==> src/rtl/uart_tx_queue_if.sv <==
// Bus-side word handshake into the UART transmit queue.
// Combinational wires only, so it adds no latency.
// Backpressure: in_ready low means the producer must hold in_data/in_valid.
interface uart_tx_queue_if #(
    parameter int DATA_WIDTH = 25
);
    logic [DATA_WIDTH-1:0] in_data;
    logic                  in_valid;
    logic                  in_ready;

    // Producer side (system bus)
    modport master (
        output in_data,
        output in_valid,
        input  in_ready
    );

    // Consumer side (the queue)
    modport slave (
        input  in_data,
        input  in_valid,
        output in_ready
    );
endinterface

==> src/rtl/uart_tx_queue.sv <==
// Buffers bus words and hands them one at a time to the UART transmitter via data_input/data_en.
// Latency: push at edge t into an empty queue (UART idle) gives count=1 after t and data_en=1 after t+1.
// Backpressure: in_ready drops when FIFO_DEPTH words are stored; a transmitter that never acks is abandoned after ACK_TIMEOUT cycles.
module uart_tx_queue #(
    parameter int DATA_WIDTH  = 25,
    parameter int FIFO_DEPTH  = 8,
    parameter int ACK_TIMEOUT = 16
) (
    input  logic                          clk,
    input  logic                          rst,
    uart_tx_queue_if.slave                in_bus,
    output logic [DATA_WIDTH-1:0]         data_input,
    output logic                          data_en,
    input  logic                          tx_busy,
    output logic [$clog2(FIFO_DEPTH):0]   count,
    output logic                          ack_err,
    input  logic                          clr_err
);

    localparam int PTR_W = $clog2(FIFO_DEPTH);
    localparam int CNT_W = PTR_W + 1;
    // One extra bit so ACK_TIMEOUT-1 always fits, including ACK_TIMEOUT=1.
    localparam int TMR_W = $clog2(ACK_TIMEOUT + 1);

    typedef enum logic [1:0] {
        IDLE  = 2'd0,
        LOAD  = 2'd1,
        DRAIN = 2'd2
    } state_t;

    state_t                  state;
    state_t                  state_nxt;
    logic [TMR_W-1:0]        timer;
    logic [TMR_W-1:0]        timer_nxt;
    logic                    pop;
    logic                    push;
    logic                    set_err;

    logic [DATA_WIDTH-1:0]   mem [FIFO_DEPTH];
    logic [PTR_W-1:0]        wr_ptr;
    logic [PTR_W-1:0]        rd_ptr;

    // Full blocks pushes even when a pop happens in the same cycle, so in_ready
    // depends only on the registered count and never on the FSM.
    assign in_bus.in_ready = !rst && (count < CNT_W'(FIFO_DEPTH));
    assign push            = in_bus.in_valid && in_bus.in_ready;
    assign data_en         = (state == LOAD);

    // FSM state and acknowledge timer registers
    always_ff @(posedge clk) begin
        if (rst) begin
            state <= IDLE;
            timer <= '0;
        end else begin
            state <= state_nxt;
            timer <= timer_nxt;
        end
    end

    // Next-state logic: pop on IDLE->LOAD, wait for tx_busy in LOAD, wait for it to fall in DRAIN
    always_comb begin
        state_nxt = state;
        timer_nxt = timer;
        pop       = 1'b0;
        set_err   = 1'b0;
        case (state)
            IDLE: begin
                timer_nxt = '0;
                if ((count != '0) && !tx_busy) begin
                    pop       = 1'b1;
                    state_nxt = LOAD;
                end
            end
            LOAD: begin
                if (tx_busy) begin
                    timer_nxt = '0;
                    state_nxt = DRAIN;
                end else if (timer == TMR_W'(ACK_TIMEOUT - 1)) begin
                    // Word is dropped, not retried; the sticky flag records it.
                    set_err   = 1'b1;
                    timer_nxt = '0;
                    state_nxt = IDLE;
                end else begin
                    timer_nxt = timer + TMR_W'(1);
                end
            end
            DRAIN: begin
                if (!tx_busy) begin
                    state_nxt = IDLE;
                end
            end
            default: begin
                state_nxt = IDLE;
                timer_nxt = '0;
            end
        endcase
    end

    // Word storage; contents need no reset because count gates every read
    always_ff @(posedge clk) begin
        if (push) begin
            mem[wr_ptr] <= in_bus.in_data;
        end
    end

    // Pointers wrap naturally at FIFO_DEPTH; count tracks occupancy separately
    always_ff @(posedge clk) begin
        if (rst) begin
            wr_ptr <= '0;
            rd_ptr <= '0;
            count  <= '0;
        end else begin
            if (push) begin
                wr_ptr <= wr_ptr + PTR_W'(1);
            end
            if (pop) begin
                rd_ptr <= rd_ptr + PTR_W'(1);
            end
            case ({push, pop})
                2'b10:   count <= count + CNT_W'(1);
                2'b01:   count <= count - CNT_W'(1);
                default: count <= count;
            endcase
        end
    end

    // Head word is latched only on pop, so data_input moves only as data_en rises
    always_ff @(posedge clk) begin
        if (rst) begin
            data_input <= '0;
        end else if (pop) begin
            data_input <= mem[rd_ptr];
        end
    end

    // Sticky timeout flag; a new timeout wins over a simultaneous clear
    always_ff @(posedge clk) begin
        if (rst) begin
            ack_err <= 1'b0;
        end else if (set_err) begin
            ack_err <= 1'b1;
        end else if (clr_err) begin
            ack_err <= 1'b0;
        end
    end

endmodule

==> src/flat_wrapper.sv <==
// flat-port wrapper written by rule: the top's interface ports become plain ports
module uart_tx_queue_flat 
#(
    parameter int DATA_WIDTH  = 25,
    parameter int FIFO_DEPTH  = 8,
    parameter int ACK_TIMEOUT = 16
)
  (clk, rst, data_input, data_en, tx_busy, count, ack_err, clr_err, in_bus_in_data, in_bus_in_valid, in_bus_in_ready);
  uart_tx_queue_if #(.DATA_WIDTH(DATA_WIDTH)) in_bus_i ();
  input  logic clk;
  input  logic rst;
  output logic [DATA_WIDTH-1:0] data_input;
  output logic data_en;
  input  logic tx_busy;
  output logic [$clog2(FIFO_DEPTH):0] count;
  output logic ack_err;
  input  logic clr_err;
  input wire logic [$bits(in_bus_i.in_data)-1:0] in_bus_in_data;
  input wire logic [$bits(in_bus_i.in_valid)-1:0] in_bus_in_valid;
  output wire logic [$bits(in_bus_i.in_ready)-1:0] in_bus_in_ready;
  assign in_bus_i.in_data = in_bus_in_data;
  assign in_bus_i.in_valid = in_bus_in_valid;
  assign in_bus_in_ready = in_bus_i.in_ready;
  uart_tx_queue #(.DATA_WIDTH(DATA_WIDTH), .FIFO_DEPTH(FIFO_DEPTH), .ACK_TIMEOUT(ACK_TIMEOUT)) u_core (.clk(clk), .rst(rst), .in_bus(in_bus_i), .data_input(data_input), .data_en(data_en), .tx_busy(tx_busy), .count(count), .ack_err(ack_err), .clr_err(clr_err));
endmodule
==> config.mk <==
export PLATFORM = sky130hd
export DESIGN_NAME = uart_tx_queue_flat
export DESIGN_NICKNAME = d
export VERILOG_FILES = /design/src/rtl/uart_tx_queue_if.sv /design/src/rtl/uart_tx_queue.sv /design/src/flat_wrapper.sv
export SDC_FILE = /design/constraint.sdc
export NUM_CORES = 1
export LEC_CHECK = 0
export CAP_MARGIN = 15
export CORE_MARGIN = 5
export CORE_UTILIZATION = 35
export CTS_CLUSTER_SIZE = 30
export DETAILED_ROUTE_END_ITERATION = 8
export GPL_TIMING_DRIVEN = 0
export MAX_ROUTING_LAYER = met4
export PLACE_DENSITY = 0.54
export SKIP_LAST_GASP = 1
export SYNTH_ARGS = -nofsm -noshare
export SYNTH_HDL_FRONTEND = slang
export SYNTH_SLANG_ARGS = --single-unit
==> constraint.sdc <==
create_clock -name clk -period 3.6 [get_ports clk]
set_input_delay 0.9 -clock clk [delete_from_list [all_inputs] [get_ports clk]]
set_output_delay 0.9 -clock clk [all_outputs]
set_load 0.005 [all_outputs]
**Yosys cells after proc, flatten, opt, wreduce, memory -nomap -nowiden**

Memories as Yosys holds them, arrays and structs flattened. A register that Yosys moved wholly into a read port is not among the register bits.
Cells that the tools add are included.

- Add/subtract/negate cells: 5
- Eq/ne operators: 8
- Magnitude comparators: 1
- Muxes and demuxes: 18
- Reductions and logical operators: 10

Operators by type and width:

| operator | number |
|---|---|
| two-way mux 5 bit | 2 |
| case mux 5 bit (2 select lines) | 1 |
| two-way mux 1 bit | 9 |
| two-way mux 2 bit | 4 |
| case mux 4 bit (2 select lines) | 1 |
| adder 3 x 1 -> 3 bit, second input constant | 2 |
| case mux 2 bit (3 select lines) | 1 |
| adder 5 x 1 -> 5 bit, second input constant | 1 |
| equality test 5 x 4 -> 1 bit, second input constant | 1 |
| adder 4 x 1 -> 4 bit, second input constant | 1 |
| equality test 2 x 1 -> 1 bit, second input constant | 2 |
| equality test 2 bit, second input constant | 2 |
| < comparator 4 bit, second input constant | 1 |
| nonzero test 2 bit | 2 |
| nonzero test 4 bit | 1 |
| subtractor 4 x 1 -> 4 bit, second input constant | 1 |
| logical AND 1 bit | 3 |
| inequality test 3 x 1 -> 1 bit, second input constant | 1 |
| AND reduction 3 bit | 1 |
| logical NOT 1 bit | 2 |
| logical NOT 2 bit | 1 |
| inequality test 2 x 1 -> 1 bit, second input constant | 1 |
| inequality test 2 bit, second input constant | 1 |

- Logic and storage cells: 49
- Memories kept: 1
- Output and inout port bits: 32
- RAM bits: 200
- Register bits: 18

Memory list:

| memory | words | bits a word | rd ports | clocked after Yosys merged registers in | wr ports | line | source |
|---|---|---|---|---|---|---|---|
| u_core.mem | 8 | 25 | 1 | 1 | 1 | uart_tx_queue.sv:39 | `logic [DATA_WIDTH-1:0] mem [FIFO_DEPTH];` |

**Depth between registers and ports, before layout**

- Word-level depth: 6
- Gate-level depth with buffers: 11

**Worst setup path before layout**

Ideal clock, no wire load.

- Kind: input to register
- Start point: input rst
- End point: memory u_core.mem[0][0] (enable)
- Path buffers: 1
- Setup time: 0.438 ns
- Arrival: 3.431 ns
- Stages on the path: 4
- Setup slack: -0.269 ns
- Path through: clkbuf_1 nor3b_1 nand2b_1 nor3_1

- Word-level cells in the longest chain between the ends: 5

RTL lines:

| item | line | source |
|---|---|---|
| start: declaration | flat_wrapper.sv:11 | `input logic rst;` |
| logical NOT 1 bit | uart_tx_queue.sv:45 | `assign in_bus.in_ready = !rst && (count < CNT_W'(FIFO_DEPTH));` |
| logical AND 1 bit | uart_tx_queue.sv:45 |  |
| logical AND 1 bit | uart_tx_queue.sv:46 | `assign push = in_bus.in_valid && in_bus.in_ready;` |
| two-way mux 1 bit | uart_tx_queue.sv:101 | `if (push) begin` |
| two-way mux 1 bit (not written as such) | uart_tx_queue.sv:102 | `mem[wr_ptr] <= in_bus.in_data;` |
| end: declaration | uart_tx_queue.sv:39 |  |

Every way passes these cells.

**Worst setup path in the final report**

- Start point: input tx_busy
- End point: register u_core.count[3]

- Word-level cells in the longest chain between the ends: 6

RTL lines:

| item | line | source |
|---|---|---|
| start: declaration | flat_wrapper.sv:14 | `input logic tx_busy;` |
| logical NOT 1 bit * | uart_tx_queue.sv:69 | `if ((count != '0) && !tx_busy) begin` |
| logical AND 1 bit * | uart_tx_queue.sv:69 |  |
| two-way mux 1 bit * | uart_tx_queue.sv:69 |  |
| two-way mux 1 bit * | uart_tx_queue.sv:66 | `case (state)` |
| named net u_core.pop | uart_tx_queue.sv:35 | `logic pop;` |
| equality test 2 x 1 -> 1 bit or equality test 2 bit (tied branches) | uart_tx_queue.sv:119 | `case ({push, pop})` |
| case mux 4 bit (2 select lines) or nonzero test 2 bit (tied branches) | n/a |  |
| end signal: assignment | uart_tx_queue.sv:120 | `2'b10: count <= count + CNT_W'(1);` |
| end signal: assignment | uart_tx_queue.sv:121 | `2'b01: count <= count - CNT_W'(1);` |
| end signal: assignment | uart_tx_queue.sv:122 | `default: count <= count;` |
| end: declaration | uart_tx_queue.sv:15 | `output logic [$clog2(FIFO_DEPTH):0] count,` |

Mark *: on every way through the listed nets, which the timed path passes. The rest lies on a longest branch.
A chain may end at the register's enable or synchronous reset.

==> insert_results.sql <==
INSERT INTO impl_metrics (metric_group, metric, value, unit) VALUES
('worst_setup_path', 'type_of_the_worst_setup_path', 'primary input to flop', ''),
('timing', 'timing.max_slew.rel_slack', '36.0', '%'),
('layout', 'fin_util', '43.7', '%'),
('timing', 'tightestPinTransition', '0.960', 'ns'),
('layout', 'nets', '616', ''),
('layout', 'multiInputGateArea', '0.00225', 'mm2'),
('drt', 'total_drc_errors_in_the_routed_layout', '0', ''),
('synth', 'synthesis.area_per_instance', '19.1', 'um2'),
('layout', 'fin_area', '0.0114', 'mm2'),
('cts', 'longest_clk_path_bufs', '3', ''),
('timing', 'layout_min_cycle_time', '3.29', 'ns'),
('pwr', 'power_density', '679', 'mW/mm2'),
('drt', 'route.antenna.remaining_nets', '0', ''),
('layout', 'diodes', '0', ''),
('placement', 'gp_congestion', '0.692', ''),
('timing', 'hold_violations', '0', ''),
('cts', 'tritoncts_num_sinks', '243', ''),
('timing', 'rsz0062_at_grt', 'no', ''),
('placement', 'detailed_place_hpwl', '12.7', 'mm'),
('pwr', 'total_leakage_power', '3.63', 'nW'),
('synth', 'synth_top_family_by_area', 'multiplexers', ''),
('drt', 'viasPerCell', '5.03', ''),
('timing', 'finalSetupTns', '0', 'ns'),
('run_status', 'outcome', 'finished, final reports clean', ''),
('floorplan', 'die_h', '172', 'um'),
('worst_setup_path', 'cp.arrival', '3.69', 'ns'),
('cts', 'cts.hold.buffers_added', '0', ''),
('cts', 'latest_clock_arrival_within_the_worst_skew_pair', '0.51', 'ns'),
('layout', 'final-seq-area', '0.00687', 'mm2'),
('global_route', 'antenna_found_initial', '0', ''),
('synth', 'mux_cell_area_share_after_synthesis', '12.5', '%'),
('floorplan', 'core_area', '0.0260', 'mm2'),
('global_route', 'grt_max_degree', '23', ''),
('cts', 'cts_htree_levels', '1', ''),
('hold_path', 'hold_path.class', 'flop to flop', ''),
('timing', 'setup_viol', '0', ''),
('synth', 'synth.yosys.seq_area_share', '74.6', '%'),
('worst_setup_path', 'crit_fanout', '11', ''),
('cts', 'cts_repair_resize_count', '0', ''),
('synth', 'synthDistinctLibCells', '38', ''),
('floorplan', 'fp.dieW', '172', 'um'),
('synth', 'syn_nets', '518', ''),
('timing', 'fraction_of_the_cycle_the_final_worst_path_needs', '91.5', '%'),
('synth', 'synth_compound_gate_area_share', '2.94', '%'),
('drt', 'drt_pass1_iterations', '4', ''),
('cts', 'clk_root_buffer_cell', 'clkbuf_16', ''),
('synth', 'syn-instance-count', '482', ''),
('cts', 'post_cts_setup_buffers', '0', ''),
('synth', 'ys_ff_latch', '243', ''),
('synth', 'synth_warnings', '0', ''),
('cts', 'tritoncts', 'yes', ''),
('drt', 'route.final.wire_length', '20.1', 'mm'),
('layout', 'area_delta_synth_final', '23.4', '%'),
('run', 'max_cap_viol_count', '0', ''),
('worst_setup_path', 'crit_required', '4.00', 'ns'),
('drt', 'detailedRoute.firstIterationViolations', '277', ''),
('pwr', 'vdd_ir_drop_max', '0.000346', 'V'),
('layout', 'layout-drive-gt1-share', '24.5', '%'),
('timing', 'slew_violations', '0', ''),
('global_route', 'grt_pass1_wl', '30.2', 'mm'),
('floorplan', 'ios', '62', ''),
('timing', 'maxClockFrequency', '304', 'MHz'),
('placement', 'port_buffers', '60', ''),
('synth', 'synth_xor_area_share', '0.761', '%'),
('worst_setup_path', 'setup.worst_path.start_class', 'primary input', ''),
('cts', 'cts.reportedPaths.clkPinSlew', '0.06', 'ns'),
('floorplan', 'initial_core_util', '35.4', '%'),
('layout', 'layout.filler_cells', '2293', ''),
('global_route', 'grt.overflow.total', '0', ''),
('placement', 'placed_cell_area', '0.0105', 'mm2'),
('timing', 'timing.clock.skew', '0.00744', 'ns'),
('global_route', 'first_global_vias', '4940', ''),
('global_route', 'globalRouteTotalUtil', '14.1', '%'),
('worst_setup_path', 'worst_setup_path_end_kind', 'flop', ''),
('synth', 'synth_simple_gate_area_share', '6.74', '%'),
('drt', 'wl_per_cell', '21.5', 'um'),
('synth', 'cell_area_after_synthesis', '0.00921', 'mm2'),
('synth', 'synth_adder_area_share', '0.815', '%'),
('drt', 'vias_after_detailed_routing', '4696', ''),
('floorplan', 'die_area', '0.0296', 'mm2'),
('cts', 'tritoncts.num_buffers', '26', ''),
('floorplan', 'core.rowCount', '59', '');
==> state kept, by name (all words and copies together), names as in the netlist <==
signal and flops:
u_core.timer 5, u_core.ack_err 1, u_core.mem 200, u_core.state 2
u_core.wr_ptr 3, u_core.rd_ptr 3, u_core.data_input 25, u_core.count 4
==> area by class of cell <==
cell class,count,area share (%)
flip-flops and latches,243,60.4
well taps,335,3.69
repair buffers,70,7.07
inverters,3,0.0991
multi-input cells,212,19.8
clock buffers,37,6.54
plain buffers,24,1.28
clock inverters,10,1.09
==> kinds of logic (layout without fill, tap and decap cells) <==
group / Yosys count / after routing
buffers and inverters: 27 / 144
flip-flops: 243 / 243
multiplexers: 52 / 52
XOR/XNOR: 8 / 8
adder cells (fa/ha/maj): 6 / 6
AND/OR/NAND/NOR: 102 / 102
AO/OA/AOI/OAI: 44 / 44
==> cells in the final DEF, fill, tap and decap left out, types with 7 or more instances in the layout <==
master             n
edfxtp_1         200
clkdlybuf4s50_1   60
mux4_2            50
dfxtp_1           43
nor2_1            36
clkbuf_16         27
o22ai_1           25
nor3_2            21
clkbuf_1          18
nand2_1           12
a21oi_1            8
xor2_1             7
==> Yosys cell counts <==
cell type	number	area, um2
clkbuf_1	11	41.3
o211ai_1	1	7.51
nor3_2	21	210
o21ai_0	5	25.0
xor2_1	7	61.3
nand3_1	3	15.0
nand2_1	12	45.0
nor4bb_1	1	10.0
or3_1	1	6.26
inv_2	1	3.75
nor4b_1	1	8.76
o211a_1	1	10.0
edfxtp_1	200	6010
nand2b_1	3	18.8
inv_1	2	7.51
a22oi_1	1	7.51
nor3_1	6	30.0
xnor2_1	1	8.76
buf_4	3	22.5
ha_1	6	75.1
o21a_1	1	7.51
nor3_4	1	16.3
a21oi_1	8	40.0
dfxtp_1	43	861
nor3b_1	3	22.5
nor2b_1	5	31.3
a2bb2oi_1	1	8.76
or4_4	1	11.3
nor2_1	42	158
buf_2	5	25.0
o31ai_1	1	7.51
nand3_4	1	17.5
o22ai_1	25	156
mux2_2	1	11.3
nand3b_4	1	20.0
mux2i_1	1	10.0
mux4_2	50	1130
buf_6	5	56.3
==> worst max-delay path, stage by stage <==
cell             delay (ns)
clkdlybuf4s50_1        0.48
nor3_4                 0.30
nand2_1                0.17
inv_2                  0.27
buf_6                  0.23
ha_1                   0.24
clkbuf_1               0.18
nor4b_1                0.34
o21ai_0                0.13
o31ai_1                0.10
mux2_2                 0.36
==> report_power, final <==
part | total [W] | switching [W] | internal [W]
combinational | 0.00166 | 0.000821 | 0.000842
clock | 0.00266 | 0.00102 | 0.00164
sequential | 0.00339 | 0.000132 | 0.00326
==> metrics by stage <==
stage	total power [W]	hold slack (ns)	setup slack [ns]	instances
4_1_cts	0.00783	0.493	0.326	934
2_1_floorplan	0.00444	0.454	0.396	482
3_3_place_gp	0.00509	0.467	-1.29	877
6_report	0.00772	0.490	0.307	934
5_1_grt	0.00808	0.514	0.0837	934
3_5_place_dp	0.00515	0.485	-0.215	887
==> routing by layer <==
layer | GRT usage (%) | wire length [um] | vias up
met5 | - | 0 | -
met4 | 3.04 | 242 | 0
met3 | 2.77 | 1480 | 21
met2 | 23.1 | 10000 | 131
met1 | 18.5 | 8310 | 2418
li1 | - | - | 2126
==> path summary, 6_finish.rpt <==
| check | startpoint | to | slack (ns) | depth (start not counted) |
|---|---|---|---|---|
| hold / removal | u_core.data_input[22] | u_core.data_input[22] | 0.49 | 2 |
| setup reg to reg | u_core.count[0] | u_core.count[3] | 0.63 | 10 |
| hold reg to reg | u_core.data_input[22] | u_core.data_input[22] | 0.49 | 2 |
| setup / recovery | tx_busy | u_core.count[3] | 0.31 | 11 |
Power figures use the tool's default switching activity.
